--- config.mk ---
export PLATFORM = sky130hd
export DESIGN_NAME = dmem_arbiter
export DESIGN_NICKNAME = d
export VERILOG_FILES = /design/src/rtl/dmem_arbiter.sv
export SDC_FILE = /design/constraint.sdc
export NUM_CORES = 1
export LEC_CHECK = 0
export ABC_AREA = 1
export BUFFER_PORTS_ARGS = -buffer_cell sky130_fd_sc_hd__buf_2
export CAP_MARGIN = 40
export CORE_AREA = 2 2 637 639
export DETAILED_ROUTE_END_ITERATION = 7
export DIE_AREA = 0 0 639 641
export SLEW_MARGIN = 20
export SYNTH_ARGS = -nofsm -noshare
export SYNTH_HDL_FRONTEND = slang
export SYNTH_SLANG_ARGS = --single-unit
--- constraint.sdc ---
create_clock -name clk_i -period 2 [get_ports clk_i]
set_input_delay 0.2 -clock clk_i [delete_from_list [all_inputs] [get_ports clk_i]]
set_output_delay 0.2 -clock clk_i [all_outputs]
set_load 0.02 [all_outputs]
--- src/rtl/dmem_arbiter.sv ---
// Round-robin arbiter and sequencer between the I-cache (m0) and D-cache (m1) refill ports
// and the shared line-wide data memory, with an ack-timeout watchdog.
module dmem_arbiter #(
    parameter int unsigned ADDR_W  = 32,
    parameter int unsigned DATA_W  = 256,
    parameter int unsigned TIMEOUT = 64
) (
    input  logic              clk_i,
    input  logic              rst_i,

    input  logic              m0_req_i,
    input  logic              m0_write_i,
    input  logic [ADDR_W-1:0] m0_addr_i,
    input  logic [DATA_W-1:0] m0_wdata_i,
    output logic              m0_ack_o,
    output logic              m0_err_o,
    output logic [DATA_W-1:0] m0_rdata_o,

    input  logic              m1_req_i,
    input  logic              m1_write_i,
    input  logic [ADDR_W-1:0] m1_addr_i,
    input  logic [DATA_W-1:0] m1_wdata_i,
    output logic              m1_ack_o,
    output logic              m1_err_o,
    output logic [DATA_W-1:0] m1_rdata_o,

    output logic              mem_enable_o,
    output logic              mem_write_o,
    output logic [ADDR_W-1:0] mem_addr_o,
    output logic [DATA_W-1:0] mem_data_o,
    input  logic              mem_ack_i,
    input  logic [DATA_W-1:0] mem_data_i,

    output logic              busy_o
);

    localparam int unsigned WdW = $clog2(TIMEOUT);

    typedef enum logic [2:0] {StIdle, StIssue, StWait, StCapt, StDone} state_e;

    state_e              state_q, state_d;
    logic                last_grant_q, last_grant_d;
    logic                cmd_id_q, cmd_id_d;
    logic                cmd_write_q, cmd_write_d;
    logic [ADDR_W-1:0]   cmd_addr_q, cmd_addr_d;
    logic [DATA_W-1:0]   cmd_wdata_q, cmd_wdata_d;
    logic                err_q, err_d;
    logic [WdW-1:0]      wd_q, wd_d;
    logic [DATA_W-1:0]   m0_rdata_q, m0_rdata_d;
    logic [DATA_W-1:0]   m1_rdata_q, m1_rdata_d;
    logic                grant;
    logic                cmd_active;

    always_ff @(posedge clk_i or negedge rst_i) begin
        if (!rst_i) begin
            state_q      <= StIdle;
            last_grant_q <= 1'b1;
            cmd_id_q     <= 1'b0;
            cmd_write_q  <= 1'b0;
            cmd_addr_q   <= '0;
            cmd_wdata_q  <= '0;
            err_q        <= 1'b0;
            wd_q         <= '0;
            m0_rdata_q   <= '0;
            m1_rdata_q   <= '0;
        end else begin
            state_q      <= state_d;
            last_grant_q <= last_grant_d;
            cmd_id_q     <= cmd_id_d;
            cmd_write_q  <= cmd_write_d;
            cmd_addr_q   <= cmd_addr_d;
            cmd_wdata_q  <= cmd_wdata_d;
            err_q        <= err_d;
            wd_q         <= wd_d;
            m0_rdata_q   <= m0_rdata_d;
            m1_rdata_q   <= m1_rdata_d;
        end
    end

    always_comb begin
        state_d      = state_q;
        last_grant_d = last_grant_q;
        cmd_id_d     = cmd_id_q;
        cmd_write_d  = cmd_write_q;
        cmd_addr_d   = cmd_addr_q;
        cmd_wdata_d  = cmd_wdata_q;
        err_d        = err_q;
        wd_d         = wd_q;
        m0_rdata_d   = m0_rdata_q;
        m1_rdata_d   = m1_rdata_q;
        // On contention the requester that did not win last time gets the grant.
        grant        = (m0_req_i && m1_req_i) ? ~last_grant_q : m1_req_i;

        case (state_q)
            StIdle: begin
                if (m0_req_i || m1_req_i) begin
                    cmd_id_d     = grant;
                    cmd_write_d  = grant ? m1_write_i : m0_write_i;
                    cmd_addr_d   = grant ? m1_addr_i  : m0_addr_i;
                    cmd_wdata_d  = grant ? m1_wdata_i : m0_wdata_i;
                    last_grant_d = grant;
                    err_d        = 1'b0;
                    wd_d         = '0;
                    state_d      = StIssue;
                end
            end
            StIssue: state_d = StWait;
            StWait: begin
                if (mem_ack_i) begin
                    err_d   = 1'b0;
                    state_d = StCapt;
                end else if (wd_q == WdW'(TIMEOUT - 1)) begin
                    err_d   = 1'b1;
                    state_d = StDone;
                end else begin
                    wd_d = wd_q + 1'b1;
                end
            end
            StCapt: begin
                if (!cmd_write_q) begin
                    if (cmd_id_q) m1_rdata_d = mem_data_i;
                    else          m0_rdata_d = mem_data_i;
                end
                state_d = StDone;
            end
            StDone: begin
                wd_d    = '0;
                state_d = StIdle;
            end
            default: state_d = StIdle;
        endcase
    end

    always_comb begin
        cmd_active   = (state_q == StIssue) || (state_q == StWait) || (state_q == StCapt);
        mem_enable_o = (state_q == StIssue);
        mem_write_o  = cmd_active & cmd_write_q;
        mem_addr_o   = cmd_active ? cmd_addr_q  : '0;
        mem_data_o   = cmd_active ? cmd_wdata_q : '0;
        m0_ack_o     = (state_q == StDone) & ~cmd_id_q;
        m1_ack_o     = (state_q == StDone) &  cmd_id_q;
        m0_err_o     = m0_ack_o & err_q;
        m1_err_o     = m1_ack_o & err_q;
        m0_rdata_o   = m0_rdata_q;
        m1_rdata_o   = m1_rdata_q;
        busy_o       = (state_q != StIdle);
    end

endmodule

==> flow_metrics.tcl <==
set metrics [dict create \
    first_pass_iters 7 \
    core-area_um2 402000 \
    p_sw_frac 0.482 \
    crit_buf_inv 6 \
    regArea_um2 20300 \
    cp.required_ns 1.80 \
    hpwl_um 289000 \
    postSynthAreaPerCell_um2 8.79 \
    setup_slack_ns -0.555 \
    layout_commonest_cell "buf_2" \
    outcome "finished with violations" \
    num-fill-cells 44791 \
    end_kind "primary output" \
    switchingPower_uw 60900 \
    synth_top_area_share 0.552 \
    p_seq_frac 0.228 \
    grt_overflow 0 \
    cp.arrival_ns 2.35 \
    hold_violations 0 \
    die_area_um2 410000 \
    power.internal_uw 65400 \
    vias 41672 \
    synth_area_leaders "dfrtp_1 (55%), o21ai_1 (9.4%), nor2_1 (6.0%), inv_1 (5.7%), nand2_1 (5.5%)" \
    io_pins 1646 \
    drc 0 \
    tns_ns -127.03 \
    start_util 0.0916 \
    viasPerCell 3.39 \
    worst_slew_pin_slew_ns 0.933 \
    fp.dieH_um 641 \
    cap_violations 0 \
    drt_iter0_drc 3262 \
    violations "setup timing" \
    slew_headroom 0.378 \
    synth_top_cell_by_area "dfrtp_1" \
    tritoncts "built" \
    rsz0062_at_grt "yes" \
    fin_crit_sh 1.28 \
    antenna_found_initial 286 \
    multi_input_area_um2 13700 \
    synthDistinctLibCells 26 \
    syn_nets 5030 \
    routed_wl_um 344000 \
    synth_cells 4190 \
    ys_seq_area_frac 0.552 \
    grt_pass1_wl_um 424000 \
    cpMaxStageDelayCell "dfrtp_2" \
    stdcell_area_um2 69400 \
    clock_tree.root_cell "clkbuf_16" \
    drv_slew 0 \
    skew_ns 0.0966 \
    rrSetupSlack_ns 0 \
    clk_pin_slew_worst_paths_ns 0.07 \
    hold_slack_ns 0.137 \
    cts_buffers 103 \
    comb_power_share 0.611 \
    rows 233 \
    pwr_density_cell_nw_per_um2 1820 \
    wl_per_cell_um 28.0 \
    crit_chain "inv_4 > nand2_8 > buf_12 > buf_16 > buf_16 > buf_12 > nor2_2 > buf_6" \
    critPathLaunchType "flop" \
    port_buffers 1645 \
    fmax_mhz 391 \
    clkPwrFrac 0.161 \
    grt_usage 0.159 \
    most-common-layout-cells "buf_2 (1404), dlygate4sd3_1 (839), dfrtp_1 (810)" \
    cts_sinks 813 \
    grt_pass1_vias 40624 \
    peakVddDrop_v 0.00122 \
    drive_gt1_frac 0.405 \
    clk_path_buf_depth 4 \
    cts_max_level 3 \
    placed_cell_area_um2 53300 \
    path_delay_family "buffers and inverters" \
    gp_congestion 0.991 \
    syn_area_um2 36800 \
    worstHoldPathType "primary input to flop" \
    finalCriticalPeriod_ns 2.55 \
    slowest_delay_ns 0.43 \
    die_width_um 639 \
    nets 7628 \
    syn2layout_area_growth_pct 88.5 \
    clock_latency_ns 0.88 \
    p_leak_uw 0.0326 \
    cp_max_fo 7 \
    synth-seq-cells 813 \
    grt_max_degree 79 \
    setup_viol 295 \
    ant_nets 0 \
    yosys_warnings 0 \
    critPathKind "flop to primary output" \
]
[worst min-delay path: stages]
cell           delay, ns
dlygate4sd3_1       0.52
buf_2               0.10
nor2_1              0.04
o21ai_1             0.11
[layer usage]
layer | GRT usage | routed length, um | up-vias
li1 | - | - | 18505
met1 | 0.183 | 131000 | 19832
met2 | 0.271 | 166000 | 2357
met3 | 0.0456 | 26200 | 872
met4 | 0.0702 | 19200 | 106
met5 | 0 | 718 | -
[layout make-up]
type                       count  area share
timing repair buffer        2764       0.327
sequential                   813       0.293
multi-input combinational   2544       0.198
tap                         5287      0.0953
clock buffer                 130      0.0409
inverter                     562      0.0306
clock inverter                58      0.0113
antenna                      118     0.00425
[power groups by stage]
stage                     clock network, uW  logic [uW]  registers (uW)
after global routing                  21600       82000           29600
after CTS                             21000       72800           28700
final                                 20400       77100           28800
after detailed placement                  0       63900           28900
after global placement                    0       63800           28700
after floorplan                           0       23800           34900
[sequential cells by signal (all words and copies together), names as in the netlist]
name / count
err_q: 1
m0_rdata_o: 256
m1_rdata_o: 256
cmd_write_q: 1
last_grant_q: 1
cmd_id_q: 1
wd_q: 6
cmd_addr_q: 32
state_q: 3
cmd_wdata_q: 256
[worst paths after layout]
kind | from | to | cells past startpoint
max | state_q[2] | mem_data_o[86] | 8
min | m1_wdata_i[58] | cmd_wdata_q[58] | 4
max reg2reg | state_q[1] | cmd_wdata_q[103] | 9
min reg2reg | m0_rdata_o[216] | m0_rdata_o[216] | 2
max in group asynchronous | rst_i | m1_rdata_o[25] | 3
min in group asynchronous | rst_i | m0_rdata_o[26] | 3
[cell usage after synthesis]
cell and number:
or2_2 290, nand3_4 2, nand2_1 543, inv_1 559, nor3_4 1, inv_2 3
o21bai_1 1, nand4_1 2, a21oi_4 1, a21oi_1 1, dfstp_2 1, o21ai_2 168
nor2_4 1, o21ai_1 694, clkbuf_1 103, nor2_1 591, nand2_2 1, nor3_1 3
buf_4 13, buf_6 118, o21ai_0 236, nand3_1 7, buf_2 37, dfrtp_1 812
ha_1 1, a21oi_2 1
[metrics by stage]
stage / setup slack, ns / power (uW) / instances / util
2_1_floorplan: 0.440 / 58700 / 4190 / -
3_3_place_gp: -0.00170 / 92500 / 11051 / 0.133
3_5_place_dp: -0.00463 / 92800 / 11051 / 0.133
4_1_cts: -0.688 / 122000 / 12121 / 0.167
5_1_grt: -0.694 / 133000 / 12232 / 0.172
6_report: -0.555 / 126000 / 12276 / 0.173
[timing repair]
action,CTS,global route
hold endpoints to repair,1578,0
resized for setup,300,473
hold buffers,840,0
gates cloned,17,18
setup buffers,26,34
pin swaps,2,13
endpoints found under the setup margin,296,387
[cell families after synthesis]
| group | count (synthesis) | share of synthesized area |
|---|---|---|
| adders and majority gates | 1 | 0.000340 |
| DFF | 813 | 0.552 |
| and+or+nand+nor | 1441 | 0.168 |
| buffers and inverters | 833 | 0.112 |
| AOI/OAI and AO/OA | 1102 | 0.167 |
Note: power is estimated with default switching activity, not from simulation.
